<file path="src/rtl/cheshire_uart_rx_pkg.sv">
// Shared types and helpers for the Cheshire UART console capture receiver.
package cheshire_uart_rx_pkg;

  localparam int unsigned DataBits = 8;

  typedef enum logic [2:0] {
    IDLE,
    START,
    DATA,
    STOP,
    WAIT_IDLE
  } rx_state_e;

  // Divisors below the floor cannot place a usable mid-bit sample.
  function automatic logic [15:0] clamp_div(input logic [15:0] div, input logic [15:0] min_div);
    return (div < min_div) ? min_div : div;
  endfunction

endpackage

</file>
<file path="src/rtl/cheshire_uart_rx_capture_fifo.sv">
// Byte FIFO for the UART capture path: registered write, flush has priority,
// and a push into a full FIFO is accepted when a pop happens in the same cycle.
module cheshire_uart_rx_capture_fifo #(
  parameter int unsigned Depth = 16,
  parameter int unsigned Width = 8
) (
  input  logic                       clk_i,
  input  logic                       rst_ni,
  input  logic                       flush_i,
  input  logic                       push_i,
  input  logic [Width-1:0]           data_i,
  input  logic                       pop_i,
  output logic [Width-1:0]           data_o,
  output logic                       empty_o,
  output logic                       full_o,
  output logic [$clog2(Depth):0]     usage_o
);

  localparam int unsigned AddrW = $clog2(Depth);
  localparam logic [AddrW-1:0] PtrOne   = 1;
  localparam logic [AddrW:0]   UsageOne = 1;

  logic [Width-1:0] mem [Depth];
  logic [AddrW-1:0] wr_ptr_q, rd_ptr_q;
  logic [AddrW:0]   usage_q;
  logic             do_push, do_pop;

  assign empty_o = (usage_q == '0);
  assign full_o  = (usage_q == (AddrW+1)'(Depth));
  assign usage_o = usage_q;
  assign do_pop  = pop_i && !empty_o;
  assign do_push = push_i && (!full_o || do_pop);

  // Gate the head so the stream reads zero while empty (storage is not reset).
  assign data_o = empty_o ? '0 : mem[rd_ptr_q];

  // NOTE: sequential state uses non-blocking assignments so every flop samples pre-edge values.
  always_ff @(posedge clk_i or negedge rst_ni) begin
    if (!rst_ni) begin
      wr_ptr_q <= '0;
      rd_ptr_q <= '0;
      usage_q  <= '0;
    end else if (flush_i) begin
      wr_ptr_q <= '0;
      rd_ptr_q <= '0;
      usage_q  <= '0;
    end else begin
      if (do_push) wr_ptr_q <= wr_ptr_q + PtrOne;
      if (do_pop)  rd_ptr_q <= rd_ptr_q + PtrOne;
      if (do_push && !do_pop)      usage_q <= usage_q + UsageOne;
      else if (do_pop && !do_push) usage_q <= usage_q - UsageOne;
    end
  end

  // NOTE: storage has no reset; only pointers and occupancy define its contents.
  always_ff @(posedge clk_i) begin
    if (do_push && !flush_i) mem[wr_ptr_q] <= data_i;
  end

endmodule

</file>
<file path="src/rtl/cheshire_uart_rx_capture.sv">
// 8N1 UART receiver with mid-bit sampling, runtime divisor and a byte FIFO,
// used to capture the SoC console stream in simulation and on FPGA.
module cheshire_uart_rx_capture
  import cheshire_uart_rx_pkg::*;
#(
  parameter int unsigned FifoDepth = 16,
  parameter int unsigned MinDiv    = 4
) (
  input  logic                         clk_i,
  input  logic                         rst_ni,
  input  logic [15:0]                  baud_div_i,
  input  logic                         uart_rx_i,
  input  logic                         clear_i,
  output logic [7:0]                   data_o,
  output logic                         valid_o,
  input  logic                         ready_i,
  output logic                         busy_o,
  output logic                         frame_err_o,
  output logic                         overflow_o,
  output logic [$clog2(FifoDepth):0]   fill_o
);

  localparam logic [15:0] MinDivW = 16'(MinDiv);

  logic [1:0]          sync_q;
  logic                rx_s, rx_q, rx_fall;
  rx_state_e           state_q, state_d;
  logic [15:0]         div_q, div_d, div_clamped;
  logic [15:0]         cnt_q, cnt_d;
  logic [2:0]          bit_q, bit_d;
  logic [DataBits-1:0] shift_q, shift_d;
  logic                tick, push, pop, full;
  logic                frame_err_q, frame_err_d, overflow_q, empty;

  // Two-flop synchronizer plus delayed copy for falling-edge detection; idle line is high.
  always_ff @(posedge clk_i or negedge rst_ni) begin
    if (!rst_ni) begin
      sync_q <= 2'b11;
      rx_q   <= 1'b1;
    end else begin
      sync_q <= {sync_q[0], uart_rx_i};
      rx_q   <= sync_q[1];
    end
  end

  assign rx_s        = sync_q[1];
  assign rx_fall     = rx_q && !rx_s;
  assign tick        = (cnt_q == '0);
  assign div_clamped = clamp_div(baud_div_i, MinDivW);

  always_ff @(posedge clk_i or negedge rst_ni) begin
    if (!rst_ni) begin
      state_q     <= IDLE;
      div_q       <= '0;
      cnt_q       <= '0;
      bit_q       <= '0;
      shift_q     <= '0;
      frame_err_q <= 1'b0;
    end else begin
      state_q     <= state_d;
      div_q       <= div_d;
      cnt_q       <= cnt_d;
      bit_q       <= bit_d;
      shift_q     <= shift_d;
      frame_err_q <= frame_err_d;
    end
  end

  // NOTE: every always_comb output gets a default first so no path can infer a latch.
  always_comb begin
    state_d     = state_q;
    div_d       = div_q;
    cnt_d       = cnt_q - 16'd1;
    bit_d       = bit_q;
    shift_d     = shift_q;
    push        = 1'b0;
    frame_err_d = 1'b0;

    unique case (state_q)
      IDLE: begin
        cnt_d = cnt_q;
        if (rx_fall) begin
          div_d   = div_clamped;
          cnt_d   = (div_clamped >> 1) - 16'd1;
          state_d = START;
        end
      end
      START: if (tick) begin
        cnt_d = div_q - 16'd1;
        if (rx_s) begin
          state_d = IDLE;
        end else begin
          bit_d   = '0;
          state_d = DATA;
        end
      end
      DATA: if (tick) begin
        cnt_d   = div_q - 16'd1;
        shift_d = {rx_s, shift_q[DataBits-1:1]};
        bit_d   = bit_q + 3'd1;
        if (bit_q == 3'(DataBits - 1)) state_d = STOP;
      end
      STOP: if (tick) begin
        cnt_d = div_q - 16'd1;
        if (rx_s) begin
          push    = 1'b1;
          state_d = IDLE;
        end else begin
          frame_err_d = 1'b1;
          state_d     = WAIT_IDLE;
        end
      end
      WAIT_IDLE: begin
        cnt_d = cnt_q;
        if (rx_s) state_d = IDLE;
      end
      default: state_d = IDLE;
    endcase

    // Clear abandons the frame; a still-low line needs a fresh falling edge.
    if (clear_i) begin
      state_d     = IDLE;
      push        = 1'b0;
      frame_err_d = 1'b0;
    end
  end

  assign pop = valid_o && ready_i;

  always_ff @(posedge clk_i or negedge rst_ni) begin
    if (!rst_ni)                        overflow_q <= 1'b0;
    else if (clear_i)                   overflow_q <= 1'b0;
    else if (push && full && !pop)      overflow_q <= 1'b1;
  end

  cheshire_uart_rx_capture_fifo #(
    .Depth (FifoDepth),
    .Width (DataBits)
  ) i_fifo (
    .clk_i   (clk_i),
    .rst_ni  (rst_ni),
    .flush_i (clear_i),
    .push_i  (push),
    .data_i  (shift_q),
    .pop_i   (pop),
    .data_o  (data_o),
    .empty_o (empty),
    .full_o  (full),
    .usage_o (fill_o)
  );

  assign valid_o     = !empty;
  assign busy_o      = (state_q != IDLE);
  assign frame_err_o = frame_err_q;
  assign overflow_o  = overflow_q;

endmodule

</file>
<file path="config.mk">
export PLATFORM = sky130hd
export DESIGN_NAME = cheshire_uart_rx_capture
export DESIGN_NICKNAME = d
export VERILOG_FILES = /design/src/rtl/cheshire_uart_rx_pkg.sv /design/src/rtl/cheshire_uart_rx_capture_fifo.sv /design/src/rtl/cheshire_uart_rx_capture.sv
export SDC_FILE = /design/constraint.sdc
export NUM_CORES = 1
export LEC_CHECK = 0
export ABC_AREA = 1
export BUFFER_PORTS_ARGS = -buffer_cell sky130_fd_sc_hd__buf_4
export CAP_MARGIN = 20
export CORE_MARGIN = 5
export CORE_UTILIZATION = 30
export CTS_CLUSTER_DIAMETER = 200
export DETAILED_ROUTE_END_ITERATION = 16
export PLACE_DENSITY = 0.43
export SLEW_MARGIN = 10
export SYNTH_ARGS = -nofsm -noshare
export SYNTH_HDL_FRONTEND = slang
export SYNTH_SLANG_ARGS = --single-unit
</file>
<file path="constraint.sdc">
create_clock -name clk_i -period 4.5 [get_ports clk_i]
set_input_delay 0.9 -clock clk_i [delete_from_list [all_inputs] [get_ports clk_i]]
set_output_delay 0.9 -clock clk_i [all_outputs]
set_load 0.005 [all_outputs]
</file>
==> flow_summary.toml, run 1 <==
[run_status]
outcome = "finished clean"

[route]
routed_via_density = 4.91
antenna_left = 0
drtIter0Drc = 360
drc = 0
wl_per_cell_um = 18.6
routed_wirelength_mm = 26.8
drt-pass1-iter-count = 4
vias = 7074

[yosys]
synth_seq_area_share_pct = 57.2
ys_types = 47
synth.area.top_cells = "edfxtp_1 (40%), dfrtp_1 (16%), nor2_1 (6.4%)"
synth_edf_count = 128
synth-seq-cells = 192
syn_area_um2 = 9530
synth_flop_cell = "edfxtp_1"
yosysTopAreaCellShare_pct = 40.3
ys_async_sr_fraction_pct = 33.3
yosys_warnings = 0
yosysTopAreaCell = "edfxtp_1"
netlist_instances = 995
synth.avg_cell_area_um2 = 9.58
syn_nets = 1031

[pwr]
combPwrFrac_pct = 32.2
p_sw_share_pct = 37.7
seqPwrFrac_pct = 39.8
vdd_drop_max_mv = 0.262
p_leak_nw = 4.40
total_power_mw = 5.80
p_int_mw = 3.61
p_sw_mw = 2.19
p_per_area_nw_per_um2 = 533
power_frac_clock_pct = 28.1

[cells_and_area]
fillCellCount = 3223
multi_input_area_um2 = 3590
seq_area_um2 = 5450
syn_to_final_growth_pct = 14.0
antenna_cells = 0
stdcell_count = 1442
drive_above_1_share_pct = 13.3
final_cell_mix = "nor2_1 (162), nand2_1 (160), edfxtp_1 (128)"
final_common_cell = "nor2_1"
stdcell_area_um2 = 10900
nets = 1063

[floorplan]
pin_count = 38
die_h_um = 188
die_x_um = 188
dieArea_um2 = 35400
rows = 65
initial_core_util_pct = 30.3
core-area_um2 = 31500

[clock_network]
insertion_delay_ns = 0.45
clock-root-buffer = "clkbuf_16"
clkSlewWorstSetupHoldPaths_ns = 0.07
hold_buffers = 0
clock-sinks = 192
cts_buffers = 17
clockBufferDepth = 2
cts_resized = 0
post-cts-setup-buffer-count = 0
htreeDepth = 4
cts_tree = "yes"

[timing]
finalMaxSlewViolations = 0
layout_min_cycle_time_ns = 3.37
hold_viol_final = 0
holdWs_ns = 0.357
rsz0062_at_grt = "false"
tightest_slew_ns = 0.957
finalCritPeriodShare_pct = 74.9
slew-limit-headroom_pct = 36.0
fin_skew_ns = 0.0156
setup_tns_ns = 0
fmax_mhz = 297
setup_viol = 0

[setup_path]
crit_type = "flip-flop to primary output"
reg2reg_slack_ns = 1.74
cp-start-kind = "flip-flop"
cp-end-kind = "primary output"
ff2ff_path_depth = 10
cp_data_required_time_ns = 3.60
rr_startpoint = "cnt_q[0]"
worstReg2RegEnd = "i_fifo.mem[15][7]"
arrival_ns = 2.47
worst-path-max-fanout = 66
cp-startpoint = "i_fifo.rd_ptr_q[0]"

[place]
gp_congestion = 0.791
dpl.cell_count = 1410
place_area_um2 = 10300
dp_hpwl_mm = 18.4
port-buffer-count = 37

[global_routing]
grt_pass1_wl_mm = 42.1
grt_max_degree = 67
antenna_found_initial = 0
grt_pass1_vias = 7090
grt_use_total_pct = 15.4
grt-ovfl-total = 0

[hold_path]
hold_depth = 0
worstHoldEndpoint = "sync_q[1]"
hold_path_class = "flip-flop to flip-flop"
hp-start = "sync_q[0]"

[run]
maxCapViolations = 0
## cell usage after synthesis (2+ instances only)
cell	instances
nand2_1	160
nor3_1	3
o211ai_1	3
o221ai_1	26
nand3b_1	2
o21ai_1	7
edfxtp_1	128
dfstp_2	3
a22oi_1	4
xnor2_1	4
a21oi_1	28
inv_2	9
buf_2	14
o21ai_0	104
nand2_4	3
ha_1	14
dfrtp_1	61
xor2_1	15
o31ai_1	2
nor2_2	10
nand3_2	4
a31oi_1	5
nand3_1	72
o21ai_2	4
nor2_1	162
inv_1	77
o22ai_1	8
mux2_4	7
nand2_2	5
nand4_1	8
nor2_4	7
o21bai_1	4
clkbuf_1	18
## sequential cells by signal, indices dropped and copies added, names as in the netlist
| register | flops |
|---|---|
| i_fifo.mem | 128 |
| cnt_q | 16 |
| div_q | 16 |
| shift_q | 8 |
| i_fifo.usage_o | 5 |
| i_fifo.rd_ptr_q | 4 |
| i_fifo.wr_ptr_q | 4 |
| bit_q | 3 |
| state_q | 3 |
| sync_q | 2 |
| frame_err_o | 1 |
| overflow_o | 1 |
| rx_q | 1 |
## power groups by stage
stage	combinational (mW)	sequential [mW]	clock (mW)
2_1_floorplan	1.34	2.25	0
3_3_place_gp	1.89	2.34	0
3_5_place_dp	1.89	2.35	0
4_1_cts	1.90	2.31	1.67
5_1_grt	2.13	2.34	1.74
6_report	1.86	2.31	1.63
## routing by layer
layer  global-route usage [%]  up-vias  routed length [µm]  part of all wire [%]
met4                     5.03        0                 512                   1.9
li1                         -     3489                   -                     -
met5                        0        -                   0                     0
met2                     25.7      117               13000                    48
met1                     20.4     3447               12600                    47
met3                     2.43       21                 742                   2.8
## cell type report
class                           count  share of cell area (%)
Inverter                           88                    3.08
Sequential cell                   192                    50.1
Tap cell                          402                    4.63
Multi-Input combinational cell    680                    33.0
Timing Repair Buffer               48                    3.43
Clock buffer                       18                    3.95
Clock inverter                     14                    1.76
## critical path: stages, from the launching register on
cell     delay, ns
dfrtp_2       0.36
buf_4         0.56
o21ai_0       0.19
o22ai_1       0.17
nor2_1        0.06
nor2_1        0.14
o21ai_0       0.18
a21oi_1       0.18
buf_4         0.13
## through the flow
stage	util, %	worst slack, ns
after global placement	32.6	1.40
after CTS	34.5	1.07
after global routing	34.5	0.817
after detailed placement	32.6	1.41
final	34.5	1.13
after floorplan	-	1.97
## cells by family (layout without fill, tap and decap cells)
group	after synthesis	in the layout	share of synthesized area [%]
buf+inv	123	168	5.20
compound gates	199	199	12.3
xor+xnor	19	19	1.75
simple gates	440	440	20.5
flops	192	192	57.2
fa+ha+maj	15	15	2.05
mux	7	7	1.10
## how the worst max path moves through the flow
stage	endpoint
finish	data_o[4]
global route	data_o[4]
CTS	data_o[2]
detailed placement	cnt_q[12]
global placement	cnt_q[12]
floorplan	i_fifo.usage_o[4]
Note: power is estimated with default switching activity, not from simulation.
==> run 2, diff against run 1 <==
- clock period: 4.5 -> 3.4 ns (I/O delays scaled with it)
==> flow_summary.toml, run 2 (same netlist as run 1, synthesis figures left out) <==
[cells_and_area]
drive_above_1_share_pct = 14.6
regMostFlops = "i_fifo.mem"
stdcell_area_um2 = 11000
largest_reg_flops = 128
syn_to_final_growth_pct = 15.2
final_cell_mix = "nor2_1 (162), nand2_1 (160), edfxtp_1 (128)"
reg_top3 = "i_fifo.mem (128), cnt_q (16), div_q (16)"
antenna_cells = 0
final_common_cell = "nor2_1"
nets = 1079
fillCellCount = 3224

[run_status]
outcome = "finished clean"

[clock_network]
clock-sinks = 192
htreeDepth = 4
clockBufferDepth = 2
clock-root-buffer = "clkbuf_16"
clkSlewWorstSetupHoldPaths_ns = 0.07
insertion_delay_ns = 0.44
hold_buffers = 0
post-cts-setup-buffer-count = 0
cts_resized = 0
cts_tree = "yes"
cts_buffers = 17

[route]
routed_via_density = 4.90
antenna_left = 0
drc = 0
routed_wirelength_mm = 27.0
vias = 7140
wl_per_cell_um = 18.5
drt-pass1-iter-count = 5
drtIter0Drc = 407

[setup_path]
cp-end-kind = "primary output"
crit_type = "flip-flop to primary output"
cp_data_required_time_ns = 2.72
cp-startpoint = "i_fifo.rd_ptr_q[0]"
arrival_ns = 2.41
worst-path-max-fanout = 66
cp-start-kind = "flip-flop"
rr_startpoint = "cnt_q[0]"

[timing]
fin_skew_ns = 0.0126
slew-limit-headroom_pct = 40.2
layout_min_cycle_time_ns = 3.09
finalMaxSlewViolations = 0
fmax_mhz = 324
rsz0062_at_grt = "false"
setup_viol = 0
setup_tns_ns = 0
tightest_slew_ns = 0.896
hold_viol_final = 0
finalCritPeriodShare_pct = 90.7

[floorplan]
initial_core_util_pct = 30.3
rows = 65
die_h_um = 188
dieArea_um2 = 35400
die_x_um = 188
pin_count = 38
core-area_um2 = 31500

[run]
maxCapViolations = 0

[pwr]
p_per_area_nw_per_um2 = 695
p_leak_nw = 4.48
seqPwrFrac_pct = 39.4
power_frac_clock_pct = 27.3
p_sw_mw = 2.90
p_sw_share_pct = 38.0
combPwrFrac_pct = 33.2
p_int_mw = 4.73
vdd_drop_max_mv = 0.331

[global_routing]
grt_pass1_wl_mm = 42.7
antenna_found_initial = 0
grt_use_total_pct = 15.6
grt-ovfl-total = 0
grt_pass1_vias = 7215
grt_max_degree = 67

[hold_path]
hold_path_class = "input port to async pin"

[place]
dp_hpwl_mm = 18.5
gp_congestion = 0.862
place_area_um2 = 10400
port-buffer-count = 37
run 2: cell count changes in the layout (fill, tap and decap cells not counted), sizes merged:
| cell | previous run | this run |
|---|---|---|
| clkinv | 4 | 7 |
| bufinv | 3 | 2 |
| clkinvlp | 2 | 1 |
| buf | 48 | 64 |
| inv | 93 | 92 |
run 2: path summary, 6_finish.rpt:
path	to	slack [ns]	depth (start not counted)
setup / recovery	data_o[7]	0.31	8
hold / removal	div_q[8]	0.33	1
min in group clk_i	sync_q[0]	0.35	1
hold reg to reg	sync_q[1]	0.36	0
setup reg to reg	i_fifo.mem[9][3]	0.74	10
max in group asynchronous	i_fifo.rd_ptr_q[0]	2.41	1
run 2: final cells by class:
class                           count  area (µm²)  share of cell area [%]
Clock buffer                       18         429                    3.91
Clock inverter                     14         173                    1.57
Inverter                           88         335                    3.05
Multi-Input combinational cell    680        3590                    32.7
Sequential cell                   192        5450                    49.6
Tap cell                          402         503                    4.58
Timing Repair Buffer               64         505                    4.60
run 2: critical path: stages, from the launching register on:
cell	delay, ns
dfrtp_2	0.37
buf_4	0.56
o21ai_0	0.19
o22ai_1	0.17
nor2_1	0.05
nor2_1	0.08
o21ai_1	0.11
a21oi_1	0.25
buf_4	0.16
run 2: metrics by stage:
stage               power [mW]  utilization [%]  hold slack (ns)  worst slack [ns]  cells
floorplan                 4.75                -            0.345              1.04    995
global placement          5.64             33.0            0.351             0.646   1426
detailed placement        5.64             33.0            0.351             0.607   1426
CTS                       7.74             34.9            0.321             0.262   1458
global route              8.22             34.9            0.324             0.105   1458
finish                    7.64             34.9            0.330             0.315   1458
run 2: per-layer routing:
layer  GRT usage, %  routed length, µm  up-vias  share of wire [%]
li1               -                  -     3521                  -
met1           20.2              12300     3474                 45
met2           26.4              13200      112                 49
met3           2.70                896       33                3.3
met4           5.25                623        0                2.3
met5              0                  0        -                  0
run 2: power groups by stage:
stage / Clock (mW) / Sequential [mW] / Combinational, mW
global placement: 0 / 3.07 / 2.57
CTS: 2.14 / 3.01 / 2.58
global route: 2.25 / 3.05 / 2.91
finish: 2.08 / 3.01 / 2.54
detailed placement: 0 / 3.06 / 2.58
floorplan: 0 / 2.98 / 1.78
==> run 3, diff against run 2 <==
- ABC_AREA: 1 -> not set
==> flow_summary.toml, run 3 <==
[run_status]
outcome = "finished clean"

[floorplan]
rows = 64
pin_count = 38
core-area_um2 = 30300
initial_core_util_pct = 30.1
die_x_um = 185
die_h_um = 185
dieArea_um2 = 34100

[yosys]
ys_types = 75
synth-seq-cells = 192
synth_flop_cell = "edfxtp_1"
synth_common_cells = "edfxtp_1 (128), nand2_1 (81), dfrtp_1 (61), nor2_1 (48), mux4_2 (40)"
yosys_warnings = 0
synth.area.top_cells = "edfxtp_1 (42%), dfrtp_1 (17%), mux4_2 (9.8%)"
synth_edf_count = 128
yosysTopAreaCell = "edfxtp_1"
netlist_instances = 678
yosysTopAreaCellShare_pct = 42.0
synth.avg_cell_area_um2 = 13.5
synth_seq_area_share_pct = 59.6
ys_async_sr_fraction_pct = 33.3
syn_nets = 714
synth_most_common_cell = "edfxtp_1"
syn_area_um2 = 9150

[route]
drt-pass1-iter-count = 5
wl_per_cell_um = 19.2
vias = 5726
antenna_left = 0
routed_wirelength_mm = 22.0
routed_via_density = 5.00
drc = 0
drtIter0Drc = 352

[timing]
fin_skew_ns = 0.0233
hold_viol_final = 0
layout_min_cycle_time_ns = 3.21
fmax_mhz = 312
setup_viol = 0
setup_tns_ns = 0
slew-limit-headroom_pct = 40.9
rsz0062_at_grt = "false"
finalMaxSlewViolations = 0
tightest_slew_ns = 0.886
finalCritPeriodShare_pct = 94.3

[setup_path]
worstReg2RegEnd = "i_fifo.usage_o[4]"
arrival_ns = 2.53
cp-startpoint = "i_fifo.rd_ptr_q[0]"
cp_data_required_time_ns = 2.72
critPathMostFrequentCell = "mux4_2"
critPathMaxStageDelay_ns = 0.60
rr_startpoint = "cnt_q[0]"
cp-start-kind = "flip-flop"
slowest_stage = "mux4_2"
crit_path_end = "data_o[7]"
ff2ff_path_depth = 12
cp-end-kind = "primary output"
crit_type = "flip-flop to primary output"
reg2reg_slack_ns = 0.30
worst-path-max-fanout = 35
crit_chain = "buf_12 -> mux4_2 -> mux4_2 -> and2_1 -> buf_4"

[clock_network]
insertion_delay_ns = 0.44
htreeDepth = 4
clock-root-buffer = "clkbuf_16"
post-cts-setup-buffer-count = 0
clockBufferDepth = 2
clock-sinks = 192
cts_tree = "yes"
hold_buffers = 0
clkSlewWorstSetupHoldPaths_ns = 0.08
cts_buffers = 17

[global_routing]
grt_max_degree = 65
grt_use_total_pct = 13.4
grt-ovfl-total = 0
antenna_found_initial = 0
grt_pass1_vias = 5839
grt_pass1_wl_mm = 35.2

[cells_and_area]
stdcell_count = 1145
regMostFlops = "i_fifo.mem"
final_cell_mix = "edfxtp_1 (128), nand2_1 (80), buf_4 (69)"
nets = 772
reg_top3 = "i_fifo.mem (128), cnt_q (16), div_q (16)"
largest_reg_flops = 128
antenna_cells = 0
syn_to_final_growth_pct = 17.1
drive_above_1_share_pct = 24.7
final_common_cell = "edfxtp_1"

[place]
dp_hpwl_mm = 15.4
port-buffer-count = 37
gp_congestion = 0.815
dpl.cell_count = 1112

[pwr]
p_leak_nw = 3.85
p_per_area_nw_per_um2 = 628
vdd_drop_max_mv = 0.327

[hold_path]
hold_path_class = "flip-flop to flip-flop"

[run]
maxCapViolations = 0
run 3: cell types whose count changed after synthesis, sizes merged, moves of 40 or more:
cell | before | now
nand3 | 76 | 8
mux4 | 0 | 40
nand2 | 169 | 81
inv | 86 | 18
nor2 | 179 | 49
o21ai | 115 | 26
run 3: worst min path at each step:
stage,start,end,slack (ns),cells after the start
after floorplan,sync_q[0],sync_q[1],0.35,0
after global placement,sync_q[0],sync_q[1],0.35,0
after detailed placement,sync_q[0],sync_q[1],0.35,0
after CTS,uart_rx_i,sync_q[0],0.34,1
after global routing,uart_rx_i,sync_q[0],0.34,1
final,sync_q[0],sync_q[1],0.36,0
run 3: worst max-delay path, delay by kind of cell (launching register included):
| kind | cells | cell delay [ns] |
|---|---|---|
| buffers and inverters | 2 | 0.41 |
| DFF | 1 | 0.37 |
| muxes | 2 | 1.09 |
| and+or+nand+nor | 1 | 0.18 |
run 3: cells by family after synthesis:
logic type	Yosys count	synth area share [%]
compound gates	85	6.24
xor+xnor	35	3.35
fa+ha+maj	15	2.13
buf+inv	51	2.46
flops	192	59.6
mux	60	12.5
simple gates	240	13.7
run 3: final cells by class:
cell class	instances	area [µm²]
Tap cell	396	495
Sequential cell	192	5450
Fill cell	2923	19600
Timing Repair Buffer	71	558
Clock inverter	15	216
Inverter	19	71.3
Multi-Input combinational cell	435	3500
Clock buffer	17	425
run 3: metrics by stage:
stage               instance area (µm²)  total power [mW]  utilization [%]  setup slack [ns]  hold WS (ns)
floorplan                          9170              3.99                -            0.0160         0.345
global placement                  10100              4.65             33.1            0.0988         0.353
detailed placement                10100              4.67             33.1            0.0768         0.351
CTS                               10700              6.81             35.3             0.147         0.341
global route                      10700              7.13             35.3            0.0458         0.340
finish                            10700              6.73             35.3             0.193         0.360
run 3: routing by layer:
| layer | global-route usage, % | vias up | routed length [µm] |
|---|---|---|---|
| met2 | 19.9 | 102 | 9940 |
| met3 | 2.51 | 18 | 788 |
| met4 | 3.29 | 0 | 229 |
| met1 | 20.2 | 2940 | 11100 |
| met5 | 0 | - | 0 |
| li1 | - | 2666 | - |
run 3: power by group:
part	total (mW)	switching (mW)	internal [mW]	leakage [nW]
Combinational	1.70	0.876	0.826	1.55
Clock	2.13	1.09	1.03	0.307
Sequential	2.90	0.252	2.65	2.00
Total	6.73	2.22	4.51	3.85
run 3: what timing repair did:
item	CTS	global route
endpoints found under the setup margin	0	1
gates resized for setup	0	1
endpoints found under the hold margin	0	0
